[config.mk]
export PLATFORM = sky130hd
export DESIGN_NAME = interrupt_controller
export DESIGN_NICKNAME = d
export VERILOG_FILES = /design/src/rtl/interrupt_controller_pkg.sv /design/src/rtl/interrupt_controller_irq_sync.sv /design/src/rtl/interrupt_controller.sv
export SDC_FILE = /design/constraint.sdc
export NUM_CORES = 1
export LEC_CHECK = 0
export BUFFER_PORTS_ARGS = -buffer_cell sky130_fd_sc_hd__buf_2
export CAP_MARGIN = 10
export CORE_AREA = 2 2 81 83
export CTS_BUF_LIST = sky130_fd_sc_hd__clkbuf_4 sky130_fd_sc_hd__clkbuf_8
export DETAILED_ROUTE_END_ITERATION = 6
export DIE_AREA = 0 0 83 85
export PLACE_DENSITY_LB_ADDON = 0.1
export RECOVER_POWER = 25
export SLEW_MARGIN = 20
export SYNTH_ARGS = -nofsm -noshare
export SYNTH_HDL_FRONTEND = slang
export SYNTH_SLANG_ARGS = --single-unit
[constraint.sdc]
create_clock -name clk -period 4.1 [get_ports clk]
set_clock_uncertainty 0.1 [all_clocks]
set_input_delay 0.82 -clock clk [delete_from_list [all_inputs] [get_ports clk]]
set_output_delay 0.82 -clock clk [all_outputs]
set_load 0.01 [all_outputs]
[src/rtl/interrupt_controller_pkg.sv]
// Shared CPU-side types: register-file and memory/ALU opcodes plus interrupt controller state.
// Also holds the default interrupt ID width used by interrupt_controller.
package interrupt_controller_pkg;

  localparam int unsigned IntcIdWidth = 4;

  typedef enum logic [1:0] {
    RegOpNone,
    RegOpRead,
    RegOpWrite,
    RegOpSwap
  } reg_op_t;

  typedef enum logic [2:0] {
    MemAluAdd,
    MemAluSub,
    MemAluAnd,
    MemAluOr,
    MemAluXor,
    MemAluLoad,
    MemAluStore,
    MemAluPass
  } memalu_op_t;

  typedef enum logic [1:0] {
    StIdle,
    StRequest,
    StService
  } intc_state_t;

endpackage

[src/rtl/interrupt_controller_irq_sync.sv]
// Single-bit two-flop synchronizer followed by a registered rising-edge pulse.
// irq_rise is high for exactly one cycle per low-to-high transition of irq_async.
module irq_sync (
  input  logic clk,
  input  logic rst,
  input  logic irq_async,
  output logic irq_rise
);

  logic sync1_q, sync2_q, prev_q, rise_q;

  always_ff @(posedge clk or posedge rst) begin
    if (rst) begin
      sync1_q <= 1'b0;
      sync2_q <= 1'b0;
      prev_q  <= 1'b0;
      rise_q  <= 1'b0;
    end else begin
      sync1_q <= irq_async;
      sync2_q <= sync1_q;
      prev_q  <= sync2_q;
      rise_q  <= sync2_q & ~prev_q;
    end
  end

  assign irq_rise = rise_q;

endmodule

[src/rtl/interrupt_controller.sv]
// Fixed-priority interrupt controller: synchronized edge capture into a pending register,
// masked arbitration (lowest index wins) and an IDLE/REQUEST/SERVICE handshake with the CPU.
module interrupt_controller
  import interrupt_controller_pkg::*;
#(
  parameter int unsigned INTERRUPT_WIDTH = IntcIdWidth,
  parameter int unsigned NUM_SOURCES     = 2 ** INTERRUPT_WIDTH - 1
) (
  input  logic                       clk,
  input  logic                       rst,
  input  logic [NUM_SOURCES-1:0]     irq_in,
  input  logic                       mask_we,
  input  logic [NUM_SOURCES-1:0]     mask_data,
  input  logic                       save_state,
  input  logic                       restore_state,
  output logic [INTERRUPT_WIDTH-1:0] interrupt,
  output logic [NUM_SOURCES-1:0]     pending,
  output logic                       busy
);

  intc_state_t                state_q;
  logic [INTERRUPT_WIDTH-1:0] id_q;
  logic                       busy_q;
  logic [NUM_SOURCES-1:0]     pending_q, pending_d;
  logic [NUM_SOURCES-1:0]     mask_q;
  logic [NUM_SOURCES-1:0]     irq_rise;
  logic [NUM_SOURCES-1:0]     served;
  logic [NUM_SOURCES-1:0]     active;
  logic [INTERRUPT_WIDTH-1:0] grant_id;
  logic                       ack;

  // Lowest set index k maps to ID k+1; ID 0 means nothing requested.
  function automatic logic [INTERRUPT_WIDTH-1:0] lowest_id(input logic [NUM_SOURCES-1:0] req);
    lowest_id = '0;
    for (int i = int'(NUM_SOURCES) - 1; i >= 0; i--) begin
      if (req[i]) lowest_id = INTERRUPT_WIDTH'(i + 1);
    end
  endfunction

  for (genvar i = 0; i < NUM_SOURCES; i++) begin : g_src
    irq_sync u_irq_sync (
      .clk       (clk),
      .rst       (rst),
      .irq_async (irq_in[i]),
      .irq_rise  (irq_rise[i])
    );
    assign served[i] = (id_q == INTERRUPT_WIDTH'(i + 1));
  end

  always_comb begin
    ack       = (state_q == StRequest) && save_state;
    // A new edge on the served source overrides the acknowledge clear.
    pending_d = (pending_q & ~(ack ? served : '0)) | irq_rise;
    active    = pending_q & mask_q;
    grant_id  = lowest_id(active);
  end

  always_ff @(posedge clk or posedge rst) begin
    if (rst) begin
      state_q   <= StIdle;
      id_q      <= '0;
      busy_q    <= 1'b0;
      pending_q <= '0;
      mask_q    <= '0;
    end else begin
      pending_q <= pending_d;
      if (mask_we) mask_q <= mask_data;
      case (state_q)
        StIdle: begin
          if (|active) begin
            id_q    <= grant_id;
            state_q <= StRequest;
          end
        end
        StRequest: begin
          if (save_state) begin
            state_q <= StService;
            busy_q  <= 1'b1;
          end
        end
        StService: begin
          if (restore_state) begin
            state_q <= StIdle;
            busy_q  <= 1'b0;
            id_q    <= '0;
          end
        end
        default: begin
          state_q <= StIdle;
          busy_q  <= 1'b0;
          id_q    <= '0;
        end
      endcase
    end
  end

  assign interrupt = id_q;
  assign pending   = pending_q;
  assign busy      = busy_q;

endmodule

== Word-level counts from Yosys, hierarchy flattened ==
Cells that the tools add are included.
W data, S select, Z words.

* Word-level logic and storage cells: 153
* Register bits: 97

* Eq/ne operators: 20
* Multiplexer cells: 26
* Reductions and logical operators: 6
* Bitwise logic cells: 36

{| class="wikitable"
|+ Operators with widths
! kind !! number
|-
| $mux W4 || 17
|-
| $eq A4 B4 Y1 const B || 8
|-
| $and A15 B15 Y15 || 2
|-
| $not A1 Y1 || 17
|-
| $eq A4 B3 Y1 const B || 4
|-
| $and A1 B1 Y1 || 15
|-
| $mux W15 || 1
|-
| $not A15 Y15 || 1
|-
| $or A15 B15 Y15 || 1
|-
| $reduce_or A15 Y1 || 1
|-
| $pmux W4 S3 || 1
|-
| $reduce_and A3 Y1 || 3
|-
| $eq A4 B2 Y1 const B || 2
|-
| $mux W2 || 3
|-
| $ne A2 B2 Y1 const B || 3
|-
| $pmux W2 S3 || 1
|-
| $eq A4 B1 Y1 const B || 1
|-
| $pmux W1 S3 || 1
|-
| $eq A2 B1 Y1 const B || 1
|-
| $eq A2 B2 Y1 const B || 1
|-
| $logic_not A2 Y1 || 1
|-
| $mux W1 || 2
|-
| $logic_and A1 B1 Y1 || 1
|}

== Depth between registers and ports, before layout ==
Gate-level depths: netlist of run 1.

* Word-level depth: 18
* Gate-level depth with buffers: 5
* Gate-level depth less buffers: 4

== By module ==
Synthesis of run 1 repeated with hierarchy kept, for this count alone.

* Cell total of the unflattened synthesis: 242
* Area, all modules: 3,478.3 um^2

{| class="wikitable"
|+ By module, submodules not included
! module !! instances !! area each (um^2) !! sequential area each (um^2) !! cells an instance
|-
| irq_sync || 15 || 117.6 || 100.1 || 6
|-
| interrupt_controller || 1 || 1,714.1 || 925.9 || 152
|}

== Worst setup path before layout of run 1 ==
OpenSTA, ideal clock, no wires.

* Kind: input to register
* Start point: in mask_we
* End point: reg mask_q[0]
* Buffers on the path: 2
* Path slack: 2.268 ns
* Stages: 3
* Data arrival time: 1.608 ns
* Path through: clkbuf_1 buf_2 mux2_2

{| class="wikitable"
|+ RTL lines
! item !! line !! text
|-
| start, declared || interrupt_controller.sv:12 || <nowiki>input logic mask_we,</nowiki>
|-
| end signal, assigned || interrupt_controller.sv:67 || <nowiki>if (mask_we) mask_q <= mask_data;</nowiki>
|-
| end, declared || interrupt_controller.sv:25 || <nowiki>logic [NUM_SOURCES-1:0] mask_q;</nowiki>
|}

No word-level cell between the ends.

== Worst setup path in the final report of run 1 ==
* Start point: reg id_q[1], in the netlist interrupt[1]
* End point: out interrupt[1]

{| class="wikitable"
|+ RTL lines
! item !! line !! text
|-
| start, declared || interrupt_controller.sv:22 || <nowiki>logic [INTERRUPT_WIDTH-1:0] id_q;</nowiki>
|-
| start signal, assigned || interrupt_controller.sv:71 || <nowiki>id_q <= grant_id;</nowiki>
|-
| end, declared || interrupt_controller.sv:16 || <nowiki>output logic [INTERRUPT_WIDTH-1:0] interrupt,</nowiki>
|}

No word-level cell between the ends.

==> run summary, run 1 <==
run status = completed
critical path's top delay family = flip-flops
Worst Setup SP = interrupt[1]
Avg Cell Area, Syn = 14.6 um^2
layout cells sized above 1 = 32.7%
critical path depth = 1
Critical Path AT = 1.12 ns
Mapped Nets = 263
Power Dens Cells = 525 mW/mm^2
FF-to-FF Start = pending[5]
# port buffers = 54
min Tclk post-route = 2.04 ns
final count of hold timing violations = 0
drt drc = 0
fill cell count = 505
total number of vias = 1977
Leak Pwr = 0.00171 uW
# setup viols final = 0
post-detail-place hpwl = 4180 um
Core Box Area = 0.00620 mm^2
CP max-delay cell = dfrtp_1
IO Count = 55
clk buf depth = 2
nets = 324
placed insts = 355
drt first pass iters = 4
Hold Buf Count CTS = 0
initial antenna violation count = 0
crit path cell chain = buf_2
Seq cells post-synth = 97
clk_lat worst skew = 0.35 ns
Post-Syn Instances = 228
period utilization = 49.6%
Placement Cell Area = 0.00369 mm^2
count of cell types in the netlist = 35
routed vias/inst = 5.33
ANT nets after route = 0
first-pass GRT wire length = 9980 um
Final Non-Filler Cells = 371
CP max FO = 10
Mapped Area = 0.00333 mm^2
Initial Utilization = 53.7%
Worst Reg-to-Reg Cells = 4
Crit path largest cell delay = 0.57 ns
number of diodes = 0
Worst setup SP type = flip-flop
std cell rows = 29
Die Wd = 83 um
RSZ-0062 raised after global routing = false
CTS tree = built
f_max = 0.491 GHz
Design Area, Final = 0.00390 mm^2
clock transition at the registers of the reported paths = 0.10 ns
Max Cap Viol = 0
hold path depth = 0
vias in the first global route = 2044
Hold Crit Class = flip-flop to flip-flop
worst setup path category = flip-flop to primary output
Root Buffer Master = clkbuf_8
total track usage = 18.4%
Synthesis Warnings = 0
Detailed Route WL = 5850 um
hold path startpoint = g_src[9].u_irq_sync.sync1_q
Max-slew headroom = 66.2%
drt wl/cell = 15.8 um
total CTS buffers = 9
setup bufs post-CTS = 0
Worst-Margin Slew = 0.507 ns
Buf/Inv on CP = 1
initial DRC count = 116
total number of H-tree levels = 3
Area growth syn-to-layout = 17.0%
Max Slew Vio Count = 0
Sink Count = 97
Final TNS setup = 0 ns
Worst VDD drop = 282 uV
CP endpoint kind = primary output
register area share after synthesis = 72.8%
post-cts gate resize count = 0
Remaining Overflow, GRT = 0
critical path data required time = 3.18 ns
GP Congestion = 0.851
Die ar. = 0.00706 mm^2
largest net degree at the start of global routing = 44
Die Span Y = 85 um
==> cells by family after synthesis <==
kind of cell | synth area share, %
buffers and inverters | 0.938
multiplexers | 5.37
AND/OR/NAND/NOR | 9.61
flip-flops | 72.8
AO/OA/AOI/OAI | 11.3
==> worst paths after layout <==
kind | end | slack [ns]
min in group asynchronous | g_src[3].u_irq_sync.prev_q | 0.30
hold / removal | g_src[9].u_irq_sync.sync2_q | 0.25
max in group asynchronous | pending[13] | 2.80
hold reg to reg | g_src[9].u_irq_sync.sync2_q | 0.25
setup / recovery | interrupt[1] | 2.06
setup reg to reg | interrupt[1] | 2.35
==> power by group <==
group,total (uW),internal (uW),switching (uW)
sequential,1150,1040,106
combinational,264,129,135
clock,636,294,342
==> metrics by stage <==
step	hold WS [ns]	util (%)	setup WS [ns]	total power [uW]
after floorplan	0.231	-	0.646	1320
after global placement	0.232	59.5	2.21	1420
after detailed placement	0.235	59.5	2.21	1430
after CTS	0.257	62.9	2.06	2060
after global routing	0.266	62.9	1.99	2160
final	0.254	62.9	2.06	2050
==> sequential cells by signal (all words and copies together), names as in the netlist <==
register / count
g_src.u_irq_sync.irq_rise: 15
pending: 15
g_src.u_irq_sync.sync2_q: 15
mask_q: 15
g_src.u_irq_sync.sync1_q: 15
interrupt: 4
g_src.u_irq_sync.prev_q: 15
busy: 1
state_q: 2
==> area by class of cell <==
cell class / count / area, um^2 / area share, %
clock buffers: 9 / 124 / 3.18
clock inverters: 7 / 83.8 / 2.15
inverters: 2 / 8.76 / 0.225
multi-input cells: 123 / 876 / 22.5
flip-flops and latches: 97 / 2430 / 62.2
well taps: 77 / 96.3 / 2.47
repair buffers: 56 / 285 / 7.31
==> Yosys cell counts (all sizes together) <==
| cell | number | area share (%) |
|---|---|---|
| clkbuf | 5 | 0.56 |
| a32oi | 1 | 0.26 |
| a31o | 1 | 0.26 |
| a2111oi | 1 | 0.45 |
| nor2b | 16 | 3.0 |
| nor2 | 7 | 0.79 |
| and2 | 3 | 0.56 |
| nand4 | 2 | 0.38 |
| a32o | 4 | 1.2 |
| inv | 2 | 0.23 |
| a211oi | 2 | 0.60 |
| a31oi | 1 | 0.19 |
| nand3b | 3 | 0.79 |
| mux2 | 15 | 5.1 |
| nand3 | 5 | 0.75 |
| a22oi | 10 | 2.4 |
| dfrtp | 97 | 73 |
| buf | 1 | 0.15 |
| o22ai | 1 | 0.19 |
| nor3b | 2 | 0.75 |
| nor3 | 2 | 0.45 |
| o21bai | 1 | 0.23 |
| a21oi | 1 | 0.15 |
| mux2i | 1 | 0.30 |
| a21o | 15 | 3.4 |
| a22o | 3 | 0.79 |
| o211ai | 1 | 0.23 |
| o21ai | 5 | 0.75 |
| nand2 | 19 | 2.1 |
| o21a | 1 | 0.23 |
==> routing by layer <==
metal / share of wire, % / GRT usage [%] / wire, um
met1: 46 / 25.1 / 2710
met4: 1.9 / 7.75 / 113
met3: 4.0 / 4.67 / 231
met5: 0 / 0 / 0
met2: 48 / 28.5 / 2790
==> cell usage in the layout (no fill, tap or decap), types with 2 or more instances in the layout <==
cell type   n
a21o_1     15
mux2_2     15
dfrtp_1    97
and2_1      3
inv_8       2
clkinv_2    2
nand3b_1    2
nor2b_1    16
a22o_1      3
a22oi_1     9
o21ai_1     2
clkinv_4    2
nand4_1     2
buf_2      54
nor2_1      7
buf_4       2
o21ai_0     3
nor3b_2     2
nand2_1    19
nand3_1     5
a32o_1      4
clkbuf_8    9
(Power assumes the default switching activity.)
==> run 2, diff against run 1 <==
CORE_AREA = 2 2 84 86   (was 2 2 81 83)
DIE_AREA = 0 0 86 88   (was 0 0 83 85)
clock period = 1.7 ns   (was 4.1 ns; I/O delays follow)
==> run 2 against run 1 <==
Compared with the run above:
- die area rose by 7.3%
- critical path depth grew 3
- setup slack worse by 2.0 ns
- hold slack got worse by 0.15 ns
- largest cell class unchanged
==> run summary, run 2 (synthesized netlist as in run 1, its figures left out) <==
critical path data required time = 1.85 ns (was 3.18 ns)
# setup viols final = 0 (unchanged)
total number of vias = 2053 (was 1977)
FF+latch area = 0.00243 mm^2 (about the same)
Core Box Area = 0.00664 mm^2 (was 0.00620 mm^2)
final count of hold timing violations = 0 (unchanged)
# port buffers = 54 (unchanged)
Max-slew headroom = 73.6% (was 66.2%)
most frequent cells in the layout = dfrtp_1 (95), buf_2 (54), nand2_1 (19) (was dfrtp_1 (97), buf_2 (54), nand2_1 (19))
drt wl/cell = 15.7 um (was 15.8 um)
CP endpoint kind = flip-flop (was primary output)
clock share of power = 28.3% (was 31.1%)
fill cell count = 555 (was 505)
RSZ-0062 raised after global routing = true (was false)
post-detail-place hpwl = 4440 um (was 4180 um)
met2 usage = 27.8% (was 28.5%)
nets = 353 (was 324)
fin util = 63.4% (was 62.9%)
Final Non-Filler Cells = 403 (was 371)
routed vias/inst = 5.09 (was 5.33)
Design Area, Final = 0.00421 mm^2 (was 0.00390 mm^2)
Final TNS setup = 0 ns (unchanged)
total number of H-tree levels = 3 (unchanged)
Worst-Margin Slew = 0.396 ns (was 0.507 ns)
IO Count = 55 (unchanged)
min Tclk post-route = 1.65 ns
area of the multi-input gates = 916 um^2 (was 876 um^2)
total track usage = 18.2% (was 18.4%)
run status = completed (unchanged)
Worst VDD drop = 657 uV (was 282 uV)
GP Congestion = 0.793 (was 0.851)
GRT Max-Usage Layer = met2 (unchanged)
worst setup path category = flip-flop to flip-flop (was flip-flop to primary output)
met3 usage = 5.37% (was 4.67%)
drt drc = 0 (unchanged)
P_sw = 1470 uW (was 583 uW)
Leak Pwr = 0.00184 uW (was 0.00171 uW)
sequential share of power = 55.3% (was 56.0%)
Worst setup SP type = flip-flop (unchanged)
largest net degree at the start of global routing = 55 (was 44)
Net Sw Frac = 29.5% (was 28.5%)
std cell rows = 30 (was 29)
number of diodes = 0 (unchanged)
vias in the first global route = 2031 (was 2044)
period utilization = 96.9%
total CTS buffers = 9 (unchanged)
clk buf depth = 2 (unchanged)
Die Wd = 86 um (was 83 um)
Hold Crit Class = input pin to flip-flop (was flip-flop to flip-flop)
ANT nets after route = 0 (unchanged)
CP max FO = 5 (was 10)
Sink Count = 97 (unchanged)
initial DRC count = 98 (was 116)
placed insts = 370 (was 355)
most common cell after layout, fill and taps aside = dfrtp_1 (unchanged)
initial antenna violation count = 0 (unchanged)
Remaining Overflow, GRT = 0 (unchanged)
GR met1 Demand/Resource = 25.1% (about the same)
Critical Path AT = 1.80 ns (was 1.12 ns)
Max Slew Vio Count = 0 (unchanged)
Die ar. = 0.00757 mm^2 (was 0.00706 mm^2)
internal power = 3510 uW (was 1460 uW)
Placement Cell Area = 0.00381 mm^2 (was 0.00369 mm^2)
Root Buffer Master = clkbuf_8 (unchanged)
CTS tree = built (unchanged)
Area growth syn-to-layout = 26.4% (was 17.0%)
f_max = 0.607 GHz
clock transition at the registers of the reported paths = 0.10 ns (about the same)
Max Cap Viol = 0 (unchanged)
layout cells sized above 1 = 35.9% (was 32.7%)
Initial Utilization = 50.2% (was 53.7%)
clk_lat worst skew = 0.36 ns (was 0.35 ns)
Combinational Power Share = 16.4% (was 12.9%)
Detailed Route WL = 6340 um (was 5850 um)
Die Span Y = 88 um (was 85 um)
first-pass GRT wire length = 10200 um (was 9980 um)
drt first pass iters = 4 (unchanged)
Power Dens Cells = 1180 mW/mm^2 (was 525 mW/mm^2)
==> run 2: changes by cell type in the layout (fill, tap and decap cells not counted), sizes merged <==
| cell | before | now |
|---|---|---|
| buf | 56 | 69 |
| bufinv | 1 | 0 |
| clkbuf | 9 | 10 |
| clkinv | 4 | 3 |
| clkinvlp | 0 | 1 |
| dlygate4sd3 | 0 | 16 |
==> run 2: power by group through the flow <==
stage	clock, uW	sequential, uW	combinational, uW
after floorplan	0	2730	469
after global placement	0	2770	762
after detailed placement	0	2780	773
after CTS	1450	2740	805
after global routing	1550	2790	900
final	1410	2750	818
==> run 2: final cells by class <==
| type | count | share of cell area [%] |
|---|---|---|
| Tap cell | 80 | 2.38 |
| Timing Repair Buffer | 85 | 13.5 |
| Clock inverter | 6 | 1.37 |
| Inverter | 2 | 0.267 |
| Clock buffer | 10 | 3.12 |
| Sequential cell | 97 | 57.7 |
| Multi-Input combinational cell | 123 | 21.7 |
==> run 2: layer usage <==
layer,wire length (um),part of all wire [%]
met2,3040,48
met3,282,4.5
met1,2960,47
met4,62,0.98
met5,0,0
==> run 2: final timing paths <==
kind	end	from	slack (ns)	cells past startpoint
worst min register to register	g_src[11].u_irq_sync.sync2_q	g_src[11].u_irq_sync.sync1_q	0.25	0
worst min-delay path	mask_q[0]	mask_data[0]	0.11	2
min in group asynchronous	g_src[3].u_irq_sync.prev_q	rst	0.39	3
worst max register to register	interrupt[1]	pending[13]	0.05	4
worst max-delay path	interrupt[1]	pending[13]	0.05	4
max in group asynchronous	pending[10]	rst	0.54	4
==> run 2: what timing repair did <==
action | in CTS | in global routing
buffers inserted | 0 | 1
hold buffers | 16 | 0
endpoints found under the hold margin | 26 | 0
endpoints found under the setup margin | 0 | 7
gates resized for setup | 0 | 9
==> run 2: critical path, cell delays in order, from the launching register on <==
cell and delay (ns):
dfrtp_1 0.43, a22o_1 0.26, a2111oi_2 0.36, o21ai_1 0.12, a32o_1 0.27
==> run 2: per-stage QoR <==
step | worst slack (ns) | power (uW) | hold slack, ns
2_1_floorplan | 0.112 | 3200 | 0.231
5_1_grt | 0.00121 | 5240 | 0.0859
3_3_place_gp | 0.0663 | 3530 | 0.229
4_1_cts | 0.00925 | 4990 | 0.0820
6_report | 0.0530 | 4980 | 0.107
3_5_place_dp | 0.0346 | 3560 | 0.235
==> run 3, diff against run 2 <==
ABC_AREA = 1   (was unset)
CORE_AREA = 2 2 83 85   (was 2 2 84 86)
DIE_AREA = 0 0 85 87   (was 0 0 86 88)
RECOVER_POWER = 100   (was 25)
==> run 3 against run 2 <==
Compared with the run above:
- via count decreased by 0.24%
- count of clock-buffer cells in the layout is 1 lower
- critical path type unchanged
- critical endpoint is now interrupt[0]
- routed wire length decreased by 13%
- synthesized cell count rose by 20%
- sequential power is 2% lower
- largest power group unchanged
- clock power increased by 9%
- hold slack worse by 0.015 ns
- final cell count increased by 9.4%
- maximum frequency increased by 6.5%
- area after synthesis shrank 0.23%
- design area decreased by 3.2%
- die area is 2.3% lower
==> run summary, run 3 <==
largest family of logic cells by synthesized area = simple AND/OR/NAND/NOR gates (was compound AO/OA/AOI/OAI gates)
Power Dens Cells = 1220 mW/mm^2 (was 1180 mW/mm^2)
CTS tree = built (unchanged)
Placement Cell Area = 0.00373 mm^2 (was 0.00381 mm^2)
total number of H-tree levels = 3 (unchanged)
Die Wd = 85 um (was 86 um)
pre-CTS setup slack = 0.184 ns (was 0.0346 ns)
layout cells sized above 1 = 23.8% (was 35.9%)
clock share of power = 30.8% (was 28.3%)
drt wl/cell = 12.5 um (was 15.7 um)
nets = 391 (was 353)
first-pass GRT wire length = 9050 um (was 10200 um)
Crit path largest cell delay = 0.41 ns (was 0.43 ns)
CP max FO = 3 (was 5)
Hold Crit Class = input pin to flip-flop (unchanged)
sequential share of power = 53.9% (was 55.3%)
top_reg_cell synth = dfrtp_1 (unchanged)
Yosys top cell area share = 73.0% (was 72.8%)
count leader, synth = dfrtp_1 (unchanged)
initial DRC count = 48 (was 98)
Post-Syn Instances = 274 (was 228)
Max Slew Vio Count = 0 (unchanged)
Core Box Area = 0.00657 mm^2 (was 0.00664 mm^2)
Max-slew headroom = 38.9% (was 73.6%)
Post-synth EDFFs = 0 (unchanged)
drt drc = 0 (unchanged)
number of diodes = 0 (unchanged)
clock transition at the registers of the reported paths = 0.09 ns (was 0.10 ns)
synth cell count leaders = dfrtp_1 (97), nand2_1 (55), inv_1 (40), nor2_1 (23), mux2_2 (15) (was dfrtp_1 (97), nand2_1 (19), nor2b_1 (16), a21o_1 (15), mux2_2 (15))
post-cts gate resize count = 0 (unchanged)
Mapped Nets = 309 (was 263)
GP Congestion = 1.03 (was 0.793)
vias in the first global route = 1923 (was 2031)
most frequent cells in the layout = dfrtp_1 (97), nand2_1 (55), buf_2 (40) (was dfrtp_1 (95), buf_2 (54), nand2_1 (19))
clk_lat worst skew = 0.36 ns (about the same)
initial antenna violation count = 0 (unchanged)
final count of hold timing violations = 0 (unchanged)
mux contribution to synthesized area = 5.08% (was 5.37%)
Leak Pwr = 0.00195 uW (was 0.00184 uW)
# port buffers = 54 (unchanged)
crit-path most repeated cell = nand2_1
cell taking the most area after synthesis = dfrtp_1 (unchanged)
total CTS buffers = 9 (unchanged)
simple-gate portion of the synthesized area = 11.9% (was 9.61%)
Combinational Power Share = 15.3% (was 16.4%)
f_max = 0.647 GHz (was 0.607 GHz)
register area share after synthesis = 73.0% (was 72.8%)
Remaining Overflow, GRT = 0 (unchanged)
total track usage = 16.4% (was 18.2%)
most common cell after layout, fill and taps aside = dfrtp_1 (unchanged)
run status = completed (unchanged)
Synthesis Warnings = 0 (unchanged)
clk buf depth = 2 (unchanged)
Die Span Y = 87 um (was 88 um)
r2r setup slk = 0.15 ns (was 0.05 ns)
Worst setup SP type = flip-flop (unchanged)
Initial Utilization = 50.6% (was 50.2%)
RSZ-0062 raised after global routing = true (unchanged)
Worst VDD drop = 658 uV (was 657 uV)
Max Cap Viol = 0 (unchanged)
P_sw = 1460 uW (was 1470 uW)
post-detail-place hpwl = 3790 um (was 4440 um)
worst setup margin = 0.153 ns (was 0.0530 ns)
critical path data required time = 1.86 ns (was 1.85 ns)
# setup viols final = 0 (unchanged)
crit path cell chain = nand2_1, inv_1, nand2_1, nand2_1, nand2_1, nand2_1, nand2_1, nand2_1, nand2_1, nand2_1, nand2_1, nand2_1, nand2_1, nand2_1, nand2_1, nand2_1, nand2_1, nand2_1 (was a22o_1, a2111oi_2, o21ai_1, a32o_1)
largest cells by area after synthesis = dfrtp_1 (73%), nand2_1 (6.2%), mux2_2 (5.1%), inv_1 (4.5%), nor2_1 (2.6%) (was dfrtp_1 (73%), mux2_2 (5.1%), a21o_1 (3.4%), nor2b_1 (3.0%), nand2_1 (2.1%))
internal power = 3530 uW (was 3510 uW)
Seq cells post-synth = 97 (unchanged)
std cell rows = 30 (unchanged)
min Tclk post-route = 1.55 ns (was 1.65 ns)
CP endpoint kind = flip-flop (unchanged)
Mapped Area = 0.00333 mm^2 (about the same)
ANT nets after route = 0 (unchanged)
Net Sw Frac = 29.3% (was 29.5%)
routed vias/inst = 4.64 (was 5.09)
Critical Path AT = 1.70 ns (was 1.80 ns)
count of cell types in the netlist = 22 (was 35)
period utilization = 91.0% (was 96.9%)
Synth Area in XOR/XNOR = 0% (unchanged)
worst setup path category = flip-flop to flip-flop (unchanged)
Avg Cell Area, Syn = 12.1 um^2 (was 14.6 um^2)
Detailed Route WL = 5530 um (was 6340 um)
drt first pass iters = 4 (unchanged)
total number of vias = 2048 (was 2053)
Worst-Margin Slew = 0.917 ns (was 0.396 ns)
ys async rst share = 100% (unchanged)
Sink Count = 97 (unchanged)
largest net degree at the start of global routing = 51 (was 55)
compound-gate portion of the synthesized area = 5.04% (was 11.3%)
Design Area, Final = 0.00408 mm^2 (was 0.00421 mm^2)
Synth Area in Adders = 0% (unchanged)
CP max-delay cell = dfrtp_1 (unchanged)
IO Count = 55 (unchanged)
Die ar. = 0.00740 mm^2 (was 0.00757 mm^2)
Area growth syn-to-layout = 22.6% (was 26.4%)
Root Buffer Master = clkbuf_8 (unchanged)
run 3: cell count changes in the layout (fill, tap and decap cells not counted), sizes merged, moves of 5 or more:
cell	previous run	this run
nand2	19	61
inv	4	44
buf	69	43
nor2	7	24
nor2b	16	0
a21o	15	1
clkbuf	10	23
a22oi	10	0
o21ai	5	14
o31ai	0	5
run 3: metal layers:
layer	share of wire, %	up-vias	global-route usage, %	wire length, um
met5	0	-	0	0
met4	3.7	0	12.4	206
met3	4.3	18	3.03	238
met2	46	61	24.0	2540
met1	46	957	22.0	2540
li1	-	1012	-	-
run 3: timing repair:
item,in CTS,in global routing
setup endpoints to repair,0,1
buffers inserted,0,1
endpoints found under the hold margin,27,0
hold buffers,16,0
run 3: cell families after synthesis:
logic type / Yosys count
AOI/OAI and AO/OA: 26
buffers and inverters: 44
DFF: 97
muxes: 15
and+or+nand+nor: 92
run 3: path summary, 6_finish.rpt:
| kind | startpoint | end | cells past startpoint |
|---|---|---|---|
| setup / recovery | pending[14] | interrupt[0] | 18 |
| hold / removal | restore_state | state_q[1] | 2 |
| setup reg to reg | pending[14] | interrupt[0] | 18 |
| hold reg to reg | g_src[6].u_irq_sync.sync1_q | g_src[6].u_irq_sync.sync2_q | 0 |
| max in group asynchronous | rst | g_src[10].u_irq_sync.prev_q | 4 |
| min in group asynchronous | rst | g_src[3].u_irq_sync.sync2_q | 3 |
run 3: stage by stage:
stage	TNS, ns	util (%)	std cells	hold WS (ns)	total power (uW)
2_1_floorplan	0	-	274	0.231	3210
3_3_place_gp	0	56.8	408	0.232	3490
3_5_place_dp	0	56.8	408	0.235	3500
4_1_cts	0	62.4	440	0.0754	5070
5_1_grt	-0.00985	62.1	441	0.0844	5290
6_report	0	62.1	441	0.0920	4990
run 3: worst max-delay path, delay by kind of cell, from the launching register on:
family,cells,cell delay [ns]
flip-flops,1,0.41
AND/OR/NAND/NOR,17,0.91
buffers and inverters,1,0.04
run 3: power by group through the flow:
stage	clock, uW	sequential (uW)	combinational, uW
6_report	1540	2690	764
5_1_grt	1680	2720	880
3_5_place_dp	0	2740	756
3_3_place_gp	0	2730	752
4_1_cts	1580	2690	788
2_1_floorplan	0	2740	468
run 3: area by class of cell:
cell class	count	area, um^2
inverters	42	159
flip-flops and latches	97	2430
well taps	80	100
clock inverters	7	85.1
repair buffers	73	452
multi-input cells	133	733
clock buffers	9	124
fillers	560	2490
